**config.mk**
```make
export PLATFORM = sky130hd
export DESIGN_NAME = text_console_writer_flat
export DESIGN_NICKNAME = d
export VERILOG_FILES = /design/src/rtl/vga_text_pkg.sv /design/src/rtl/text_console_writer_if.sv /design/src/rtl/text_console_writer.sv /design/src/flat_wrapper.sv
export SDC_FILE = /design/constraint.sdc
export NUM_CORES = 1
export LEC_CHECK = 0
export ABC_CLOCK_PERIOD_IN_PS = 3000
export BUFFER_PORTS_ARGS = -buffer_cell sky130_fd_sc_hd__buf_2
export CAP_MARGIN = 10
export CORE_MARGIN = 2
export CORE_UTILIZATION = 40
export DETAILED_ROUTE_END_ITERATION = 12
export GPL_TIMING_DRIVEN = 0
export PLACE_DENSITY = 0.7
export SYNTH_ARGS = -nofsm -noshare
export SYNTH_HDL_FRONTEND = slang
export SYNTH_SLANG_ARGS = --single-unit
```
**constraint.sdc**
```tcl
create_clock -name clk -period 3 [get_ports clk]
set_clock_uncertainty 0.05 [all_clocks]
set_input_delay 0.6 -clock clk [delete_from_list [all_inputs] [get_ports clk]]
set_output_delay 0.6 -clock clk [all_outputs]
set_load 0.1 [all_outputs]
```
**src/rtl/vga_text_pkg.sv**
```systemverilog
// Shared geometry, control codes and write-sequencer state type for the
// text-mode console writer.
package vga_text_pkg;

    localparam int COLS          = 80;
    localparam int ROWS          = 30;
    localparam int WORDS_PER_ROW = COLS / 4;
    localparam int NUM_WORDS     = ROWS * WORDS_PER_ROW;
    localparam int CTRL_ADDR     = 600;

    localparam logic [7:0] LF = 8'h0A;
    localparam logic [7:0] CR = 8'h0D;
    localparam logic [7:0] BS = 8'h08;
    localparam logic [7:0] FF = 8'h0C;

    typedef enum logic [2:0] {
        IDLE,
        COLOR,
        CHAR,
        CLR_ROW,
        CLR_ALL
    } wr_state_t;

endpackage

```
**src/rtl/text_console_writer_if.sv**
```systemverilog
// Avalon-MM write-only master bus between the console writer and the
// text-mode controller's register file.
interface text_console_writer_if;

    logic        avm_write;
    logic [9:0]  avm_address;
    logic [3:0]  avm_byteenable;
    logic [31:0] avm_writedata;
    logic        avm_waitrequest;

    modport master (
        output avm_write,
        output avm_address,
        output avm_byteenable,
        output avm_writedata,
        input  avm_waitrequest
    );

    modport slave (
        input  avm_write,
        input  avm_address,
        input  avm_byteenable,
        input  avm_writedata,
        output avm_waitrequest
    );

endinterface

```
**src/rtl/text_console_writer.sv**
```systemverilog
// Terminal front-end: turns a character byte stream into glyph writes on the
// text controller's register file, tracks an 80x30 cursor, handles LF/CR/BS/FF
// and loads the colour control word.
module text_console_writer #(
    parameter int COLS      = vga_text_pkg::COLS,
    parameter int ROWS      = vga_text_pkg::ROWS,
    parameter int CTRL_ADDR = vga_text_pkg::CTRL_ADDR
) (
    input  logic                         clk,
    input  logic                         reset,
    input  logic                         char_valid,
    input  logic [7:0]                   char_data,
    output logic                         char_ready,
    input  logic                         color_valid,
    input  logic [11:0]                  color_fg,
    input  logic [11:0]                  color_bg,
    output logic                         color_ready,
    text_console_writer_if.master        avm,
    output logic [4:0]                   cursor_row,
    output logic [6:0]                   cursor_col,
    output logic                         busy
);

    import vga_text_pkg::wr_state_t;
    import vga_text_pkg::IDLE;
    import vga_text_pkg::COLOR;
    import vga_text_pkg::CHAR;
    import vga_text_pkg::CLR_ROW;
    import vga_text_pkg::CLR_ALL;
    import vga_text_pkg::LF;
    import vga_text_pkg::CR;
    import vga_text_pkg::BS;
    import vga_text_pkg::FF;

    localparam logic [9:0] WPR10     = 10'(COLS / 4);
    localparam logic [9:0] LAST_WORD = 10'(ROWS * COLS / 4 - 1);
    localparam logic [9:0] CTRL10    = 10'(CTRL_ADDR);
    localparam logic [4:0] LAST_ROW  = 5'(ROWS - 1);
    localparam logic [6:0] LAST_COL  = 7'(COLS - 1);

    // First word address of a row; constant multiply reduces to shift-add.
    function automatic logic [9:0] row_base(input logic [4:0] r);
        return {5'd0, r} * WPR10;
    endfunction

    wr_state_t   state;

    logic        char_pend;
    logic [7:0]  char_byte;
    logic [4:0]  nxt_row;
    logic [6:0]  nxt_col;
    logic        wrap_pend;
    logic [9:0]  clr_start;
    logic [9:0]  clr_last;

    logic        done;
    logic        color_fire;
    logic        char_fire;
    logic        launch;

    logic [7:0]  sel_byte;
    logic [4:0]  adv_row;
    logic [9:0]  adv_base;
    wr_state_t   l_state;
    logic        l_write;
    logic [9:0]  l_addr;
    logic [3:0]  l_be;
    logic [31:0] l_data;
    logic [4:0]  l_nxt_row;
    logic [6:0]  l_nxt_col;
    logic        l_wrap;
    logic [9:0]  l_last;

    assign char_ready  = (state == IDLE) && !reset;
    assign color_ready = (state == IDLE) && !reset;
    assign busy        = (state != IDLE);

    assign done       = avm.avm_write && !avm.avm_waitrequest;
    assign color_fire = color_valid && color_ready;
    assign char_fire  = char_valid && char_ready;

    // A character operation starts either straight from IDLE or right after
    // the colour write that was accepted together with it.
    assign launch = ((state == IDLE) && char_fire && !color_fire) ||
                    ((state == COLOR) && done && char_pend);

    // Decode the byte being launched against the current cursor.
    always_comb begin
        sel_byte  = (state == COLOR) ? char_byte : char_data;
        adv_row   = (cursor_row == LAST_ROW) ? 5'd0 : cursor_row + 5'd1;
        adv_base  = row_base(adv_row);
        l_state   = IDLE;
        l_write   = 1'b0;
        l_addr    = adv_base;
        l_be      = 4'hF;
        l_data    = '0;
        l_nxt_row = cursor_row;
        l_nxt_col = cursor_col;
        l_wrap    = 1'b0;
        l_last    = adv_base + (WPR10 - 10'd1);
        if (sel_byte[7] || ((sel_byte >= 8'h20) && (sel_byte != 8'h7F))) begin
            l_state = CHAR;
            l_write = 1'b1;
            l_addr  = row_base(cursor_row) + {5'd0, cursor_col[6:2]};
            l_be    = 4'b0001 << cursor_col[1:0];
            l_data  = {4{sel_byte}};
            if (cursor_col == LAST_COL) begin
                l_nxt_row = adv_row;
                l_nxt_col = 7'd0;
                l_wrap    = 1'b1;
            end else begin
                l_nxt_col = cursor_col + 7'd1;
            end
        end else begin
            case (sel_byte)
                LF: begin
                    l_state   = CLR_ROW;
                    l_write   = 1'b1;
                    l_nxt_row = adv_row;
                    l_nxt_col = 7'd0;
                end
                CR: begin
                    l_state   = CHAR;
                    l_nxt_col = 7'd0;
                end
                BS: begin
                    l_state = CHAR;
                    if (cursor_col != 7'd0) begin
                        l_nxt_col = cursor_col - 7'd1;
                    end
                end
                FF: begin
                    l_state   = CLR_ALL;
                    l_write   = 1'b1;
                    l_addr    = '0;
                    l_nxt_row = 5'd0;
                    l_nxt_col = 7'd0;
                    l_last    = LAST_WORD;
                end
                default: ;
            endcase
        end
    end

    // Write sequencer: colour, glyph and clear writes with registered bus outputs.
    always_ff @(posedge clk) begin
        if (reset) begin
            state              <= IDLE;
            avm.avm_write      <= 1'b0;
            avm.avm_address    <= '0;
            avm.avm_byteenable <= '0;
            avm.avm_writedata  <= '0;
            cursor_row         <= '0;
            cursor_col         <= '0;
            char_pend          <= 1'b0;
            char_byte          <= '0;
            nxt_row            <= '0;
            nxt_col            <= '0;
            wrap_pend          <= 1'b0;
            clr_start          <= '0;
            clr_last           <= '0;
        end else begin
            case (state)
                IDLE: begin
                    if (color_fire) begin
                        state              <= COLOR;
                        avm.avm_write      <= 1'b1;
                        avm.avm_address    <= CTRL10;
                        avm.avm_byteenable <= 4'hF;
                        avm.avm_writedata  <= {7'b0, color_fg, color_bg, 1'b0};
                        char_pend          <= char_fire;
                        char_byte          <= char_data;
                    end
                end
                COLOR: begin
                    if (done && !char_pend) begin
                        state         <= IDLE;
                        avm.avm_write <= 1'b0;
                    end
                end
                CHAR: begin
                    if (!avm.avm_write) begin
                        cursor_row <= nxt_row;
                        cursor_col <= nxt_col;
                        state      <= IDLE;
                    end else if (done) begin
                        if (wrap_pend) begin
                            // Glyph landed in the last column: roll straight into
                            // clearing the new row, keeping the strobe asserted.
                            state              <= CLR_ROW;
                            avm.avm_address    <= clr_start;
                            avm.avm_byteenable <= 4'hF;
                            avm.avm_writedata  <= '0;
                        end else begin
                            cursor_row    <= nxt_row;
                            cursor_col    <= nxt_col;
                            avm.avm_write <= 1'b0;
                            state         <= IDLE;
                        end
                    end
                end
                CLR_ROW, CLR_ALL: begin
                    if (done) begin
                        if (avm.avm_address == clr_last) begin
                            avm.avm_write <= 1'b0;
                            cursor_row    <= nxt_row;
                            cursor_col    <= nxt_col;
                            state         <= IDLE;
                        end else begin
                            avm.avm_address <= avm.avm_address + 10'd1;
                        end
                    end
                end
                default: state <= IDLE;
            endcase

            if (launch) begin
                state         <= l_state;
                avm.avm_write <= l_write;
                if (l_write) begin
                    avm.avm_address    <= l_addr;
                    avm.avm_byteenable <= l_be;
                    avm.avm_writedata  <= l_data;
                end
                nxt_row   <= l_nxt_row;
                nxt_col   <= l_nxt_col;
                wrap_pend <= l_wrap;
                clr_start <= adv_base;
                clr_last  <= l_last;
                char_pend <= 1'b0;
            end
        end
    end

endmodule

```
**src/flat_wrapper.sv**
```systemverilog
// flat-port wrapper written by rule: the top's interface ports become plain ports
module text_console_writer_flat import vga_text_pkg::wr_state_t; import vga_text_pkg::IDLE; import vga_text_pkg::COLOR; import vga_text_pkg::CHAR; import vga_text_pkg::CLR_ROW; import vga_text_pkg::CLR_ALL; import vga_text_pkg::LF; import vga_text_pkg::CR; import vga_text_pkg::BS; import vga_text_pkg::FF;
#(
    parameter int COLS      = vga_text_pkg::COLS,
    parameter int ROWS      = vga_text_pkg::ROWS,
    parameter int CTRL_ADDR = vga_text_pkg::CTRL_ADDR
)
  (clk, reset, char_valid, char_data, char_ready, color_valid, color_fg, color_bg, color_ready, cursor_row, cursor_col, busy, avm_avm_write, avm_avm_address, avm_avm_byteenable, avm_avm_writedata, avm_avm_waitrequest);
  text_console_writer_if avm_i ();
  input  logic clk;
  input  logic reset;
  input  logic char_valid;
  input  logic [7:0] char_data;
  output logic char_ready;
  input  logic color_valid;
  input  logic [11:0] color_fg;
  input  logic [11:0] color_bg;
  output logic color_ready;
  output logic [4:0] cursor_row;
  output logic [6:0] cursor_col;
  output logic busy;
  output wire logic [$bits(avm_i.avm_write)-1:0] avm_avm_write;
  output wire logic [$bits(avm_i.avm_address)-1:0] avm_avm_address;
  output wire logic [$bits(avm_i.avm_byteenable)-1:0] avm_avm_byteenable;
  output wire logic [$bits(avm_i.avm_writedata)-1:0] avm_avm_writedata;
  input wire logic [$bits(avm_i.avm_waitrequest)-1:0] avm_avm_waitrequest;
  assign avm_avm_write = avm_i.avm_write;
  assign avm_avm_address = avm_i.avm_address;
  assign avm_avm_byteenable = avm_i.avm_byteenable;
  assign avm_avm_writedata = avm_i.avm_writedata;
  assign avm_i.avm_waitrequest = avm_avm_waitrequest;
  text_console_writer #(.COLS(COLS), .ROWS(ROWS), .CTRL_ADDR(CTRL_ADDR)) u_core (.clk(clk), .reset(reset), .char_valid(char_valid), .char_data(char_data), .char_ready(char_ready), .color_valid(color_valid), .color_fg(color_fg), .color_bg(color_bg), .color_ready(color_ready), .avm(avm_i), .cursor_row(cursor_row), .cursor_col(cursor_col), .busy(busy));
endmodule
```
==> metrics.md, run 1 <==
| Metric | Value |
|---|---|
| IO Pins | `99` |
| Grt ovf | `0` |
| CP Data Required Time | `3.17 ns` |
| Routed Wire Length | `18.6 mm` |
| Leakage | `3.00 nW` |
| Commonest cells after routing, fill and taps aside | `buf_2 (110), dfxtp_1 (96), nand2_1 (94)` |
| Final setup fails | `0` |
| Wire length per cell | `18.0 µm` |
| Final min period | `2.96 ns` |
| Nets | `910` |
| RR Startpoint | `u_core.cursor_row[1]$_SDFFE_PP0P_` |
| Clock Tree Buf Depth | `2` |
| Setup_tns | `0 ns` |
| Top-area cell type share of the netlist area | `0.334` |
| Post-synth EDFFs | `0` |
| Final Instance Count excl. Fillers | `1036` |
| H-tree depth | `3` |
| Arr. time, crit path | `3.13 ns` |
| Antenna violations before repair | `0` |
| Total Die Area | `0.0161 mm²` |
| Placed cell count | `1015` |
| CP Max Fanout | `4` |
| Main flop type after synthesis | `dfxtp_1` |
| Hold_sp | `u_core.avm.avm_writedata[29]$_SDFF_PP0_` |
| Post-Syn Area | `0.00605 mm²` |
| Largest net degree at the start of global routing | `17` |
| Relative slew margins | `0.362` |
| Worst-path cell chain | `inv_4, ha_4, nand2_1, o21ai_1, a21oi_1, a41o_1, ha_1, ha_2, fa_2, nand2_1, a211oi_2, xnor2_1, a22oi_1, nor2_1` |
| Compound-Gate Fraction of Synth Area | `0.289` |
| Mux cell area share after synthesis | `0.0302` |
| Seq cells post-synth | `101` |
| Routability-driven placement congestion ratio | `0.918` |
| Die width | `127 µm` |
| Root buffer cell | `clkbuf_16` |
| Crit path capture type | `flip-flop` |
| Asr flop ratio synth | `0` |
| Top post-synthesis cells by area | `dfxtp_1 (33%), nand2_1 (5.8%), ha_1 (4.8%)` |
| CP max-delay cell | `fa_2` |
| DRC viols | `0` |
| Drt pass-1 iters | `5` |
| CP startpoint | `u_core.cursor_row[1]$_SDFFE_PP0P_` |
| Max-cap violation count | `0` |
| First DRT Iteration DRCs | `603` |
| Final Hold Fails | `0` |
| WS Path Type | `flip-flop to flip-flop` |
| Worst-Skew Late Latency | `0.35 ns` |
| Max VDD drop | `0.338 mV` |
| Dpl cell area | `0.00684 mm²` |
| Total power | `4.15 mW` |
| Outcome | `complete, no violations` |
| Post-DP HPWL | `13.9 mm` |
| Synth Area in Simple Gates | `0.203` |
| Worst min path class | `flip-flop to flip-flop` |
| CTS sink count | `101` |
| Net Count, Synth | `797` |
| Num rows | `44` |
| Cts bufs inserted | `9` |
| Netlist cell types | `86` |
| Largest family of logic cells by synthesized area | `compound AO/OA/AOI/OAI gates` |
| Die height | `127 µm` |
| I/O Buffers | `97` |
| Remaining antenna violation count | `0` |
| Proportion of layout cells with a drive suffix above 1 | `0.215` |
| Via count | `6050` |
| Reg clk slew, reported paths | `0.07 ns` |
| XOR/XNOR Fraction of Synth Area | `0.0376` |
| Core ar. | `0.0146 mm²` |
| Yosys top cell by area | `dfxtp_1` |
| Fmax | `338 MHz` |
| RSZ-0062 raised after global routing | `yes` |
| Most used cell, CP | `nand2_1` |
| Synth warn | `0` |
| Sequential area share after synthesis | `0.334` |
| Commonest non-fill, non-tap cell in the layout | `buf_2` |
| First-pass GRT wire length | `29.4 mm` |
| Cell count after synthesis | `734` |
| Total track usage | `0.229` |
| Max incr delay on CP | `0.55 ns` |
| Initial Util | `0.413` |
| Cell area after layout | `0.00723 mm²` |
| WP buf/inv | `1` |
| Avg Vias per Cell | `5.84` |
| Post-synthesis adder-cell area fraction | `0.0575` |
| Power per cell area | `574 mW/mm²` |
| Worst slew pin tran | `0.949 ns` |
| Crit share post-route | `0.987` |
| ANT cells | `0` |
| Syn_area_per_cell | `8.24 µm²` |
| Area delta synth->final | `19.4%` |
| Startpoint Class | `flip-flop` |
| Number of global-route vias before repair | `5623` |
| Final Max Slew Viols | `0` |
| Fin Hold WS | `0.399 ns` |
| TritonCTS clock tree | `done` |
| Critical path's top delay family | `adder cells` |
-- sequential cells by signal (all words and copies together) (netlist names), 5 cells and up --
| signal | flops |
|---|---|
| u_core.avm.avm_writedata | 32 |
| u_core.nxt_row | 5 |
| u_core.clr_start | 8 |
| u_core.cursor_row | 5 |
| u_core.avm.avm_address | 10 |
| u_core.char_byte | 8 |
| u_core.clr_last | 9 |
| u_core.nxt_col | 7 |
| u_core.cursor_col | 7 |
-- metal layers --
layer | vias to the layer above | wire (µm) | global-route usage
li1 | 2948 | - | -
met1 | 2865 | 8650 | 0.317
met2 | 209 | 8480 | 0.359
met3 | 28 | 1070 | 0.0377
met4 | 0 | 434 | 0.0892
met5 | - | 0 | 0
-- synthesized netlist by cell type, drive strengths merged (19+ instances only) --
cell type / count
nor3: 28
a21oi: 44
clkbuf: 30
nor2: 37
o21ai: 51
dfxtp: 101
buf: 19
nand2: 96
a22oi: 35
xnor2: 19
o21bai: 24
ha: 23
inv: 21
-- metrics by stage --
step,utilization,setup slack [ns]
3_5_place_dp,0.467,-0.168
5_1_grt,0.493,-0.0698
2_1_floorplan,-,-0.00204
6_report,0.493,0.0394
3_3_place_gp,0.467,-0.133
4_1_cts,0.492,0.0165
-- logic make-up after synthesis --
group	after synthesis
adders and majority gates	26
AOI/OAI and AO/OA	249
DFF	101
buffers and inverters	70
muxes	18
and+or+nand+nor	244
xor gates and xnor gates	26
-- where the power goes --
part           internal (mW)  switching [mW]  total [mW]
clock                  0.642           0.522        1.16
combinational          0.350            1.09        1.44
sequential              1.44           0.104        1.54
total                   2.43            1.71        4.15
-- timing repair --
item / 4_1_cts / 5_1_grt
hold buffers: 0 / 0
pin swaps: 5 / 4
resized for setup: 9 / 7
buffers inserted: 7 / 0
endpoints found under the setup margin: 6 / 6
-- final timing paths --
| kind | end | slack, ns | cells past startpoint |
|---|---|---|---|
| worst min-delay path | u_core.avm.avm_writedata[29]$_SDFF_PP0_ | 0.40 | 1 |
| worst max register to register | u_core.clr_last[7]$_SDFFE_PP0P_ | 0.04 | 14 |
| worst min register to register | u_core.avm.avm_writedata[29]$_SDFF_PP0_ | 0.40 | 1 |
| worst max-delay path | u_core.clr_last[7]$_SDFFE_PP0P_ | 0.04 | 14 |
-- layout make-up --
type | instances | area, µm²
flip-flops and latches | 101 | 2040
clock inverters | 7 | 66.3
plain buffers | 47 | 220
well taps | 184 | 230
repair buffers | 104 | 538
clock buffers | 9 | 225
multi-input cells | 563 | 3820
inverters | 21 | 81.3
fillers | 1460 | 7420
No activity file was read; power rests on OpenSTA's default activity.
==> inputs of run 2 (changes only) <==
- SETUP_SLACK_MARGIN: unset -> 0.05
==> metrics.md, run 2 (synthesis results as in run 1) <==
| Metric | Value |
|---|---|
| Outcome | `complete, no violations` |
| DR WL met3 | `1.28 mm` |
| Arr. time, crit path | `3.09 ns` |
| Grt ovf | `0` |
| CP max-delay cell | `fa_2` |
| Storage cell area | `0.00204 mm²` |
| CTS sink count | `101` |
| FILL cells | `1379` |
| DRC viols | `0` |
| Worst slew pin tran | `0.884 ns` |
| Largest net degree at the start of global routing | `18` |
| Clk network pwr share | `0.285` |
| Max VDD drop | `0.366 mV` |
| Sw Ratio | `0.417` |
| Final min period | `2.92 ns` |
| Via count | `6121` |
| Reg2Reg Depth | `11` |
| Startpoint Class | `flip-flop` |
| TritonCTS clock tree | `done` |
| Fmax | `343 MHz` |
| Final Max Slew Viols | `0` |
| Drt pass-1 iters | `7` |
| CP Data Required Time | `3.18 ns` |
| Root buffer cell | `clkbuf_16` |
| Multi-input combinational cell area | `0.00387 mm²` |
| Crit path capture type | `flip-flop` |
| Number of global-route vias before repair | `5707` |
| Area delta synth->final | `21.3%` |
| WS Path Type | `flip-flop to flip-flop` |
| Nets | `915` |
| First DRT Iteration DRCs | `620` |
| Reg clk slew, reported paths | `0.07 ns` |
| Proportion of layout cells with a drive suffix above 1 | `0.228` |
| Switching power total | `1.75 mW` |
| Commonest non-fill, non-tap cell in the layout | `buf_2` |
| H-tree depth | `3` |
| Total Die Area | `0.0161 mm²` |
| Final WS setup | `0.0845 ns` |
| Num rows | `44` |
| Max incr delay on CP | `0.59 ns` |
| Reg power frac | `0.367` |
| Critical path's top delay family | `adder cells` |
| Wire length per cell | `18.1 µm` |
| First-pass GRT wire length | `29.8 mm` |
| Relative slew margins | `0.406` |
| Met1 wire length | `8.46 mm` |
| Post-DP HPWL | `13.9 mm` |
| Commonest cells after routing, fill and taps aside | `buf_2 (110), dfxtp_1 (96), nand2_1 (92)` |
| ANT cells | `0` |
| Crit share post-route | `0.972` |
| Hold Path Depth | `1` |
| Internal power | `2.45 mW` |
| Initial Util | `0.413` |
| Die height | `127 µm` |
| Worst-Skew Late Latency | `0.35 ns` |
| Setup_tns | `0 ns` |
| Largest regs | `u_core.avm.avm_writedata x32, u_core.avm.avm_address x10, u_core.clr_last x9` |
| Routability-driven placement congestion ratio | `0.899` |
| WP buf/inv | `1` |
| Total power | `4.21 mW` |
| Avg Vias per Cell | `5.88` |
| Worst min path class | `flip-flop to flip-flop` |
| Fin Hold WS | `0.396 ns` |
| Final Hold Fails | `0` |
| IO Pins | `99` |
| Die width | `127 µm` |
| Leakage | `3.04 nW` |
| Worst-path cell chain | `clkinv_4, ha_4, a41oi_2, ha_4, ha_4, fa_2, nand2_2, a211oi_4, xnor2_1, a22oi_1, nor2_1` |
| Cts bufs inserted | `9` |
| Met2 wire length | `8.49 mm` |
| RSZ-0062 raised after global routing | `yes` |
| Max-cap violation count | `0` |
| Routed Wire Length | `18.8 mm` |
| Logic gate share of total power | `0.347` |
| Top reg by flops | `u_core.avm.avm_writedata` |
| Max reg flops | `32` |
| Core ar. | `0.0146 mm²` |
| Power per cell area | `573 mW/mm²` |
| Pre-CTS setup slack | `-0.193 ns` |
| Top sig layer | `met5` |
| Hold_buf cts | `0` |
| Clock Tree Buf Depth | `2` |
| Final setup fails | `0` |
| Crit path depth | `11` |
| Most used cell, CP | `ha_4` |
| Remaining antenna violation count | `0` |
| Total track usage | `0.231` |
| Utilization after layout | `0.501` |
| I/O Buffers | `97` |
| Antenna violations before repair | `1` |
| CP Max Fanout | `6` |
==> run 2: cell count changes in the layout (fill, tap and decap cells not counted), moves of 2 or more <==
cell        delta
buf_4          +4
clkinv_2       -3
clkinvlp_4     +2
ha_4           +2
nand2_1        -2
nand2_4        +2
o21ai_1        -2
o21ai_2        +2
==> run 2: path summary, 6_finish.rpt <==
check	start	end	slack [ns]
setup / recovery	u_core.cursor_row[1]$_SDFFE_PP0P_	u_core.clr_last[7]$_SDFFE_PP0P_	0.08
hold / removal	u_core.avm.avm_writedata[28]$_SDFF_PP0_	u_core.avm.avm_writedata[28]$_SDFF_PP0_	0.40
setup reg to reg	u_core.cursor_row[1]$_SDFFE_PP0P_	u_core.clr_last[7]$_SDFFE_PP0P_	0.08
hold reg to reg	u_core.avm.avm_writedata[28]$_SDFF_PP0_	u_core.avm.avm_writedata[28]$_SDFF_PP0_	0.40
==> run 2: power groups by stage <==
stage          clock network [mW]  registers, mW  logic, mW
6_report                     1.20           1.54       1.46
5_1_grt                      1.27           1.56       1.56
4_1_cts                      1.22           1.54       1.44
3_5_place_dp                    0           1.57       1.43
3_3_place_gp                    0           1.57       1.42
2_1_floorplan                   0           2.03      0.664
==> run 2: routing by layer <==
layer	global-route usage	vias to the layer above
met5	0	-
met4	0.109	2
met3	0.0356	44
met2	0.351	248
met1	0.323	2874
li1	-	2953
==> run 2: per-stage QoR <==
stage               instances  cell area (µm²)
CTS                      1032             7210
global route             1041             7340
detailed placement       1015             6880
global placement         1015             6880
floorplan                 734             6160
finish                   1041             7340
==> run 2: worst reg2reg max path: cells and delay by family, from the launching register on <==
family	cells	cell delay [ns]
AOI/OAI and AO/OA	3	0.75
xor gates and xnor gates	1	0.12
adders and majority gates	4	1.27
buffers and inverters	1	0.08
DFF	1	0.40
and+or+nand+nor	2	0.12
==> run 2: what timing repair did <==
item,CTS,global route
setup buffers,2,9
pin swaps,4,9
resized for setup,5,13
endpoints found under the setup margin,6,8
==> run 2: final cells by class <==
type / count / area share
buffer: 48 / 0.0333
sequential: 101 / 0.278
tap: 184 / 0.0314
multi-input combinational: 563 / 0.527
timing repair buffer: 108 / 0.0774
clock buffer: 9 / 0.0307
inverter: 21 / 0.0114
clock inverter: 7 / 0.0102
